===== src/rtl/sc_statemachine_ctrl_pkg.sv =====
`default_nettype none
// ============================================================================
//  Module      : sc_statemachine_ctrl_pkg
//  Description : Shared state codes and field widths for the game-datapath
//                control FSM and its helpers.
//  Revision    : 1.0 - initial release
// ============================================================================
package sc_statemachine_ctrl_pkg;

    localparam int unsigned c_STATE_W = 4;  // width of the debug state code
    localparam int unsigned c_SPEED_W = 2;  // width of the tick rate select

    // Codes are visible on state_Out, so the numbering is fixed.
    typedef enum logic [c_STATE_W-1:0] {
        RESET_0 = 4'd0,
        START_0 = 4'd1,
        IDLE_0  = 4'd2,
        INIT_0  = 4'd3,
        HOLD_0  = 4'd4,
        CHECK_0 = 4'd5,
        SHIFT_0 = 4'd6,
        COUNT_0 = 4'd7,
        PAUSE_0 = 4'd8
    } state_t;

endpackage
`default_nettype wire


===== src/rtl/sc_rr_arbiter.sv =====
`default_nettype none
// ============================================================================
//  Module      : sc_rr_arbiter
//  Description : Combinational round-robin picker. Grants the first active-low
//                request at index >= i_ptr, wrapping back to index 0.
//  Ports       : i_req_InLow  N-bit active-low request vector
//                i_ptr        search start index (always < N)
//                o_grant      granted index (0 when nothing requested)
//                o_valid      high when at least one request is low
//  Revision    : 1.0 - initial release
// ============================================================================
module sc_rr_arbiter
    import sc_statemachine_ctrl_pkg::*;
#(
    parameter int N     = 4,
    parameter int PTR_W = 2
) (
    input  logic [N-1:0]     i_req_InLow,
    input  logic [PTR_W-1:0] i_ptr,
    output logic [PTR_W-1:0] o_grant,
    output logic             o_valid
);

    // One extra bit so ptr + offset cannot overflow before the modulo fold.
    logic [PTR_W:0] w_idx;

    always_comb begin
        o_valid = 1'b0;
        o_grant = '0;
        w_idx   = '0;
        for (int i = 0; i < N; i++) begin
            w_idx = {1'b0, i_ptr} + (PTR_W+1)'(i);
            if (w_idx >= (PTR_W+1)'(N)) begin
                w_idx = w_idx - (PTR_W+1)'(N);
            end
            if (!o_valid && !i_req_InLow[w_idx[PTR_W-1:0]]) begin
                o_valid = 1'b1;
                o_grant = w_idx[PTR_W-1:0];
            end
        end
    end

endmodule
`default_nettype wire


===== src/rtl/sc_statemachine_ctrl.sv =====
`default_nettype none
// ============================================================================
//  Module      : sc_statemachine_ctrl
//  Description : Clear/load/upcount control FSM for the game datapath with
//                start gating, pause, round-robin load arbitration and a
//                speed-selectable tick divider pacing the upcount strobe.
//  Ports       : CLOCK_50          system clock
//                RESET_InLow       asynchronous active-low reset
//                startButton_InLow start/restart request (active low, level)
//                pause_InLow       pause request (active low, level)
//                T0_InLow          per-channel load requests (active low)
//                speed_In          tick period = TICK_PERIOD >> speed_In
//                clear_OutLow      datapath clear strobe (active low)
//                load_OutLow       per-channel load strobes (active low)
//                upcount_OutLow    counter increment strobe (active low)
//                running_OutHigh   high in CHECK_0/SHIFT_0/COUNT_0
//                state_Out         current state code
//  Revision    : 1.0 - initial release
// ============================================================================
module sc_statemachine_ctrl
    import sc_statemachine_ctrl_pkg::*;
#(
    parameter int CHANNELS    = 4,
    parameter int TICK_PERIOD = 64,
    parameter int TICK_W      = 16
) (
    input  logic                 CLOCK_50,
    input  logic                 RESET_InLow,
    input  logic                 startButton_InLow,
    input  logic                 pause_InLow,
    input  logic [CHANNELS-1:0]  T0_InLow,
    input  logic [c_SPEED_W-1:0] speed_In,
    output logic                 clear_OutLow,
    output logic [CHANNELS-1:0]  load_OutLow,
    output logic                 upcount_OutLow,
    output logic                 running_OutHigh,
    output logic [c_STATE_W-1:0] state_Out
);

    localparam int c_PTR_W = $clog2(CHANNELS);

    state_t              r_state;
    state_t              w_state_nxt;
    logic [c_PTR_W-1:0]  r_grant;
    logic [c_PTR_W-1:0]  r_rr_ptr;
    logic                r_last_was_shift;
    logic [TICK_W-1:0]   r_tick_cnt;
    logic                r_tick_pending;
    logic [c_PTR_W-1:0]  w_arb_grant;
    logic                w_arb_valid;
    logic [TICK_W-1:0]   w_tick_last;
    logic                w_running;
    logic                w_tick_wrap;

    sc_rr_arbiter #(
        .N     (CHANNELS),
        .PTR_W (c_PTR_W)
    ) u_arb (
        .i_req_InLow (T0_InLow),
        .i_ptr       (r_rr_ptr),
        .o_grant     (w_arb_grant),
        .o_valid     (w_arb_valid)
    );

    assign w_running   = (r_state == CHECK_0) || (r_state == SHIFT_0) ||
                         (r_state == COUNT_0);
    // Terminal count follows the currently selected speed at every compare.
    assign w_tick_last = (TICK_W'(TICK_PERIOD) >> speed_In) - TICK_W'(1);
    assign w_tick_wrap = w_running && (r_tick_cnt == w_tick_last);

    // ------------------------------------------------------------------
    // Next-state logic
    // ------------------------------------------------------------------
    always_comb begin
        w_state_nxt = r_state;
        case (r_state)
            RESET_0: w_state_nxt = START_0;
            START_0: w_state_nxt = IDLE_0;
            IDLE_0:  if (!startButton_InLow) w_state_nxt = INIT_0;
            INIT_0:  w_state_nxt = HOLD_0;
            // Waiting for release keeps one press from issuing repeated clears.
            HOLD_0:  if (startButton_InLow) w_state_nxt = CHECK_0;
            CHECK_0: begin
                if (!startButton_InLow) begin
                    w_state_nxt = INIT_0;
                end else if (!pause_InLow) begin
                    w_state_nxt = PAUSE_0;
                // A pending tick is serviced first right after a load, so a
                // permanently requesting channel cannot starve the counter.
                end else if (r_tick_pending && (r_last_was_shift || !w_arb_valid)) begin
                    w_state_nxt = COUNT_0;
                end else if (w_arb_valid) begin
                    w_state_nxt = SHIFT_0;
                end
            end
            SHIFT_0: w_state_nxt = CHECK_0;
            COUNT_0: w_state_nxt = CHECK_0;
            PAUSE_0: begin
                if (!startButton_InLow) begin
                    w_state_nxt = INIT_0;
                end else if (pause_InLow) begin
                    w_state_nxt = CHECK_0;
                end
            end
            default: w_state_nxt = IDLE_0;
        endcase
    end

    // ------------------------------------------------------------------
    // Moore output decode (state register only)
    // ------------------------------------------------------------------
    always_comb begin
        clear_OutLow    = 1'b1;
        load_OutLow     = '1;
        upcount_OutLow  = 1'b1;
        running_OutHigh = 1'b0;
        case (r_state)
            INIT_0:  clear_OutLow = 1'b0;
            CHECK_0: running_OutHigh = 1'b1;
            SHIFT_0: begin
                load_OutLow[r_grant] = 1'b0;
                running_OutHigh      = 1'b1;
            end
            COUNT_0: begin
                upcount_OutLow  = 1'b0;
                running_OutHigh = 1'b1;
            end
            default: ;
        endcase
    end

    assign state_Out = r_state;

    // ------------------------------------------------------------------
    // State register
    // ------------------------------------------------------------------
    always_ff @(posedge CLOCK_50 or negedge RESET_InLow) begin
        if (!RESET_InLow) begin
            r_state <= RESET_0;
        end else begin
            r_state <= w_state_nxt;
        end
    end

    // ------------------------------------------------------------------
    // Arbitration bookkeeping and tick divider
    // ------------------------------------------------------------------
    always_ff @(posedge CLOCK_50 or negedge RESET_InLow) begin
        if (!RESET_InLow) begin
            r_grant          <= '0;
            r_rr_ptr         <= '0;
            r_last_was_shift <= 1'b0;
            r_tick_cnt       <= '0;
            r_tick_pending   <= 1'b0;
        end else begin
            if ((r_state == CHECK_0) && (w_state_nxt == SHIFT_0)) begin
                r_grant <= w_arb_grant;
            end

            case (r_state)
                INIT_0: begin
                    r_rr_ptr         <= '0;
                    r_last_was_shift <= 1'b0;
                end
                SHIFT_0: begin
                    r_rr_ptr         <= (r_grant == c_PTR_W'(CHANNELS - 1)) ?
                                        '0 : r_grant + c_PTR_W'(1);
                    r_last_was_shift <= 1'b1;
                end
                COUNT_0: r_last_was_shift <= 1'b0;
                default: ;
            endcase

            if (r_state == INIT_0) begin
                r_tick_cnt     <= '0;
                r_tick_pending <= 1'b0;
            end else begin
                if (w_tick_wrap) begin
                    r_tick_cnt <= '0;
                end else if (w_running) begin
                    r_tick_cnt <= r_tick_cnt + TICK_W'(1);
                end
                // A wrap landing in COUNT_0 re-arms the tick just consumed.
                if (w_tick_wrap) begin
                    r_tick_pending <= 1'b1;
                end else if (r_state == COUNT_0) begin
                    r_tick_pending <= 1'b0;
                end
            end
        end
    end

endmodule
`default_nettype wire


===== config.mk =====
export PLATFORM = sky130hd
export DESIGN_NAME = sc_statemachine_ctrl
export DESIGN_NICKNAME = d
export VERILOG_FILES = /design/src/rtl/sc_statemachine_ctrl_pkg.sv /design/src/rtl/sc_rr_arbiter.sv /design/src/rtl/sc_statemachine_ctrl.sv
export SDC_FILE = /design/constraint.sdc
export NUM_CORES = 1
export LEC_CHECK = 0
export ABC_AREA = 1
export CAP_MARGIN = 5
export CORE_ASPECT_RATIO = 1.75
export CORE_UTILIZATION = 45
export CTS_CLUSTER_SIZE = 10
export DETAILED_ROUTE_END_ITERATION = 7
export MAX_ROUTING_LAYER = met4
export PLACE_DENSITY = 0.64
export SYNTH_ARGS = -nofsm -noshare
export SYNTH_HDL_FRONTEND = slang
export SYNTH_HIERARCHICAL = 1
export SYNTH_SLANG_ARGS = --single-unit

===== constraint.sdc =====
create_clock -name CLOCK_50 -period 3.85 [get_ports CLOCK_50]
set_input_delay 0.385 -clock CLOCK_50 [delete_from_list [all_inputs] [get_ports CLOCK_50]]
set_output_delay 0.385 -clock CLOCK_50 [all_outputs]
set_load 0.01 [all_outputs]

==> run_results.csv, run 1 <==
group,metric,value,unit
power_and_ir_drop,p_int,0.710,mW
power_and_ir_drop,swShare,47.0,%
placement,place_congestion,0.872,
drt,viasPerCell,5.30,
yosys,synth_cell_type_count,32,
clocking,clkTransAtPathRegs,0.10,ns
global_routing,grt_pass1_wl,8270,um
yosys,seq_area_frac_synth,31.1,%
drt,drcViolationCount,0,
yosys,synth.avg_cell_area,6.73,sq um
final_layout,layout-drive-gt1-share,11.7,%
global_routing,grt_max_degree,27,
global_routing,antenna_found_initial,0,
clocking,ctsResizeCount,0,
power_and_ir_drop,combPwrFrac,50.8,%
sta,setup_viol,0,
placement,io_buffers,20,
yosys,yosys_warnings,6,
floorplanning,die_w,53.6,um
global_routing,overflow,0,
final_layout,multiInputGateArea,0.00126,sq mm
yosys,ys_ff_latch,26,
power_and_ir_drop,seqPwrFrac,31.8,%
flow_run,maxCapViolCount,0,
floorplanning,rows,32,
sta,slew_viol_final,0,
floorplanning,die_h,92.2,um
status,status,"completed",
floorplanning,core,0.00444,sq mm
final_layout,antenna_cells,0,
power_and_ir_drop,p_leak,1.16,nW
yosys,netlist_area,0.00209,sq mm
sta,worst_pin_slew,0.421,ns
sta,final-hold-violation-count,0,
hold_path,hold_class,"input port to async pin",
clocking,cts_root_buf,"clkbuf_8",
power_and_ir_drop,p_switching,0.629,mW
drt,vias,2029,
power_and_ir_drop,powerDensity,557,mW/mm^2
floorplanning,initial_core_util,47.1,%
power_and_ir_drop,power.ir.vdd_worst,0.334,mV
clocking,post_cts_buffers,0,
sta,slew_headroom,72.0,%
worst_setup_path,endpoint_kind,"output pin",
sta,finalCriticalPeriod,2.25,ns
drt,wl_per_cell,13.1,um
drt,wl,5010,um
floorplanning,dieArea,0.00494,sq mm
global_routing,grt_pass1_vias,1920,
clocking,cts_tree,"yes",
final_layout,final_nets,348,
worst_setup_path,rrSetupSlack,1.76,ns
clocking,cts_hold_buffers,0,
floorplanning,ios,21,
drt,detailedRoute.firstIterationViolations,34,
clocking,h-tree-depth,1,
worst_setup_path,crit_required,3.46,ns
power_and_ir_drop,p_clk_share,17.4,%
worst_setup_path,cp_max_fo,6,
worst_setup_path,arrival,1.86,ns
final_layout,areaGrowthSynthToFinish,14.7,%
global_routing,grt_usage,23.1,%
final_layout,final_core_util,54.0,%
final_layout,seqCellArea,651,sq um
clocking,cts_max_path_buffers,2,
sta,fin_crit_sh,58.3,%
final_layout,layout_common_cells,"nand2_1 (104), nor2_1 (30), inv_1 (29)",
clocking,cts_sinks,26,
clocking,clock_latency,0.28,ns
sta,timing.setup.tns,0,ns
drt,dr.pass1.iters,4,
sta,fmax,445,MHz
yosys,syn_nets,326,
sta,rsz0062_at_grt,"no",
drt,antenna_left,0,
clocking,cts_buffers,3,
sta,clock_skew,0.0140,ns
final_layout,mostFrequentLayoutCell,"nand2_1",
final_layout,fillers,466,
worst_setup_path,cp-start-kind,"flop",
placement,dp_hpwl,3970,um
yosys,netlist_instances,311,
worst_setup_path,critPathKind,"flop to output pin",
-- state kept, by name, summed over array words and instances (netlist names) --
name              count
state_Out             4
r_grant               2
r_tick_pending        1
r_rr_ptr              2
r_last_was_shift      1
r_tick_cnt           16
-- Yosys cell counts --
master	count	area, sq um
clkinv_1	1	3.75
nand2_8	1	20.0
nand3b_1	2	15.0
xor2_1	2	17.5
nor3_1	3	15.0
nor2_2	1	6.26
nand2_1	104	390
a21oi_1	5	25.0
nor2_8	1	20.0
o211ai_1	2	15.0
o21ai_1	8	40.0
buf_2	1	5.00
ha_1	5	62.6
nand2_4	3	33.8
o21bai_1	1	7.51
nand3_4	1	17.5
nor3_2	4	40.0
inv_2	5	18.8
nor2_1	30	113
o21bai_2	1	11.3
dfrtp_1	26	651
inv_1	29	109
o21ai_0	6	30.0
inv_4	2	12.5
a21boi_1	1	7.51
buf_6	2	22.5
nand3_1	27	135
nand4_1	20	125
nor2_4	3	33.8
nand2_2	12	75.1
buf_4	1	7.51
o31ai_1	1	7.51
-- worst max-delay path: stages, from the launching register on --
cell	delay, ns
dfrtp_1	0.48
inv_1	0.09
nor2_1	0.17
nand2_1	0.16
inv_1	0.15
nand2_1	0.07
clkdlybuf4s50_1	0.48
-- final cells by class --
type                       count  area share (%)
clock buffer                   3            1.72
clock inverter                 1            1.25
inverter                      37            5.99
multi-input combinational    244            52.6
sequential                    26            27.1
tap                           51            2.66
timing repair buffer          21            8.65
-- cell families (layout without fill, tap and decap cells) --
kind of cell / count (synthesis) / count (layout) / synth area share (%)
AOI/OAI and AO/OA: 25 / 25 / 6.87
DFF: 26 / 26 / 31.1
buffers and inverters: 41 / 62 / 8.55
adders and majority gates: 5 / 5 / 2.99
xor gates and xnor gates: 2 / 2 / 0.837
and+or+nand+nor: 212 / 212 / 49.7
-- power by group through the flow --
stage | Clock (mW) | Combinational [mW] | Sequential, mW
2_1_floorplan | 0 | 0.528 | 0.405
3_3_place_gp | 0 | 0.676 | 0.432
3_5_place_dp | 0 | 0.682 | 0.432
4_1_cts | 0.238 | 0.686 | 0.427
5_1_grt | 0.249 | 0.764 | 0.439
6_report | 0.233 | 0.680 | 0.426
-- routing by layer --
metal	GRT usage [%]	part of all wire, %
met1	24.0	39
met2	42.6	56
met5	-	0
met3	1.49	1.9
met4	8.77	2.4
-- worst paths after layout --
check / startpoint / endpoint / depth (start not counted)
max in group asynchronous: RESET_InLow / r_tick_cnt[6] / 2
worst min-delay path: RESET_InLow / r_tick_cnt[8] / 2
worst max-delay path: state_Out[1] / load_OutLow[1] / 6
min in group CLOCK_50: r_tick_cnt[15] / r_tick_cnt[15] / 2
worst min register to register: r_tick_cnt[15] / r_tick_cnt[15] / 2
worst max register to register: r_rr_ptr[0] / state_Out[1] / 11
-- metrics by stage --
stage                     cell area [sq um]  power (mW)  cells  hold WS [ns]  setup WS, ns
after floorplan                        2090       0.933    311        0.0894          2.28
after global placement                 2330        1.11    379         0.490          1.72
after detailed placement               2330        1.11    379         0.491          1.66
after CTS                              2400        1.35    383         0.487          1.60
after global routing                   2400        1.45    383         0.519          1.45
final                                  2400        1.34    383         0.471          1.60
Power figures use the tool's default switching activity.
==> inputs of run 2 (changes only) <==
--- a/config.mk
+++ b/config.mk
@@ -12,7 +12,7 @@
 export CTS_CLUSTER_SIZE = 10
 export DETAILED_ROUTE_END_ITERATION = 7
 export MAX_ROUTING_LAYER = met4
-export PLACE_DENSITY = 0.64
+export PLACE_DENSITY = 0.67
 export SYNTH_ARGS = -nofsm -noshare
 export SYNTH_HDL_FRONTEND = slang
 export SYNTH_HIERARCHICAL = 1
==> constraint.sdc (replaced) <==
create_clock -name CLOCK_50 -period 2 [get_ports CLOCK_50]
set_input_delay 0.2 -clock CLOCK_50 [delete_from_list [all_inputs] [get_ports CLOCK_50]]
set_output_delay 0.2 -clock CLOCK_50 [all_outputs]
set_load 0.01 [all_outputs]
==> run 2 against run 1 <==
Critical path depth unchanged. Count of clock-buffer cells in the layout unchanged. Setup slack worse by 1.5 ns. Clock power up 29%. Global-route usage about the same. Register-to-register slack worse by 1.5 ns. Utilization up 0.25 points. Total power up 87%. Critical path type unchanged. Non-clock buffer count up 4. Largest cell class unchanged.
==> run_results.csv, run 2 (same netlist as run 1, synthesis figures left out) <==
group,metric,value,unit
global_routing,overflow,0,
floorplanning,ios,21,
final_layout,final_area,0.00241,sq mm
placement,place_congestion,0.862,
final_layout,largest_register_ffs,16,
final_layout,mostFrequentLayoutCell,"nand2_1",
drt,detailedRoute.firstIterationViolations,58,
power_and_ir_drop,combPwrFrac,56.5,%
clocking,clkTransAtPathRegs,0.09,ns
placement,dp_slack,0.0946,ns
sta,finalCriticalPeriod,1.90,ns
status,status,"completed",
power_and_ir_drop,p_leak,1.17,nW
worst_setup_path,cp-start-kind,"flop",
final_layout,layout-drive-gt1-share,14.6,%
final_layout,finalNonFillerCells,386,
floorplanning,initial_core_util,47.1,%
drt,antenna_left,0,
floorplanning,rows,32,
drt,viasPerCell,5.36,
sta,finalWorstSetupSlack,0.0986,ns
sta,fin_crit_sh,95.1,%
worst_setup_path,endpoint_kind,"output pin",
clocking,cts_root_buf,"clkbuf_8",
final_layout,antenna_cells,0,
placement,placed_area,0.00235,sq mm
flow_run,maxCapViolCount,0,
power_and_ir_drop,p_switching,1.21,mW
power_and_ir_drop,seqPwrFrac,31.5,%
sta,worst_pin_slew,0.368,ns
worst_setup_path,arrival,1.70,ns
worst_setup_path,crit_required,1.80,ns
power_and_ir_drop,p_int,1.28,mW
drt,dr.pass1.iters,4,
power_and_ir_drop,p_clk_share,12.1,%
clocking,cts_max_path_buffers,2,
sta,fmax,526,MHz
power_and_ir_drop,power.ir.vdd_worst,0.752,mV
floorplanning,core,0.00444,sq mm
sta,timing.setup.tns,0,ns
final_layout,layout_common_cells,"nand2_1 (103), nor2_1 (29), inv_1 (28)",
sta,setup_viol,0,
clocking,cts_hold_buffers,0,
clocking,clock_latency,0.27,ns
final_layout,final_nets,352,
global_routing,grt_max_degree,27,
global_routing,grt_pass1_wl,8270,um
power_and_ir_drop,power,2.50,mW
sta,slew_viol_final,0,
final_layout,areaGrowthSynthToFinish,15.2,%
placement,io_buffers,20,
floorplanning,die_h,92.2,um
clocking,cts_tree,"yes",
clocking,h-tree-depth,1,
drt,wl,5140,um
worst_setup_path,cp_max_fo,5,
final_layout,regMostFlops,"r_tick_cnt",
power_and_ir_drop,powerDensity,1030,mW/mm^2
placement,dp_hpwl,3990,um
floorplanning,dieArea,0.00494,sq mm
sta,rsz0062_at_grt,"no",
clocking,cts_sinks,26,
power_and_ir_drop,swShare,48.6,%
drt,wl_per_cell,13.3,um
global_routing,grt_pass1_vias,1905,
sta,clock_skew,0.00726,ns
floorplanning,die_w,53.6,um
sta,final-hold-violation-count,0,
drt,drcViolationCount,0,
worst_setup_path,critPathKind,"flop to output pin",
sta,slew_headroom,75.4,%
global_routing,grt_usage,23.1,%
clocking,cts_buffers,3,
placement,placed_cells,382,
global_routing,antenna_found_initial,0,
hold_path,hold_class,"input port to async pin",
drt,vias,2068,
[run 2: per-stage QoR]
stage	util [%]	hold WS, ns
2_1_floorplan	-	-0.0956
3_3_place_gp	52.9	0.492
3_5_place_dp	52.9	0.487
4_1_cts	54.0	0.314
5_1_grt	54.3	0.352
6_report	54.3	0.288
[run 2: final timing paths]
check / start / to / slack (ns) / depth (start not counted)
worst max-delay path: state_Out[2] / load_OutLow[3] / 0.1 / 6
worst min-delay path: RESET_InLow / r_tick_cnt[8] / 0.29 / 2
worst max register to register: r_rr_ptr[1] / state_Out[1] / 0.25 / 11
worst min register to register: r_tick_cnt[15] / r_tick_cnt[15] / 0.52 / 2
max in group asynchronous: RESET_InLow / state_Out[0] / 1.44 / 2
min in group CLOCK_50: r_tick_cnt[15] / r_tick_cnt[15] / 0.52 / 2
[run 2: layout make-up]
cell class	count	area, sq um
Fill cell	474	2030
Multi-Input combinational cell	244	1270
Sequential cell	26	654
Timing Repair Buffer	25	240
Inverter	37	144
Tap cell	51	63.8
Clock buffer	3	41.3
[run 2: critical path: stages, from the launching register on]
cell	delay (ns)
dfrtp_2	0.44
inv_2	0.12
nor2_4	0.06
nand2_2	0.11
inv_2	0.07
nand2_1	0.09
clkdlybuf4s50_1	0.54
[run 2: metal layers]
metal,GRT usage (%),up-vias,wire (um),share of wire [%]
met4,8.55,0,97,1.9
met3,0.663,6,121,2.4
met5,-,-,0,0
li1,-,1068,-,-
met2,43.9,52,2820,55
met1,23.4,942,2110,41
[run 2: power groups by stage]
stage          combinational, mW  sequential, mW  clock [mW]
3_5_place_dp                1.38           0.797           0
6_report                    1.41           0.786       0.301
4_1_cts                     1.39           0.791       0.311
3_3_place_gp                1.37           0.794           0
5_1_grt                     1.58           0.801       0.332
2_1_floorplan               1.02           0.779           0
[run 2: what timing repair did]
| action | CTS | global route |
|---|---|---|
| endpoints found under the setup margin | 4 | 6 |
| setup buffers | 0 | 1 |
| resized for setup | 3 | 5 |
| endpoints found under the hold margin | 0 | 0 |
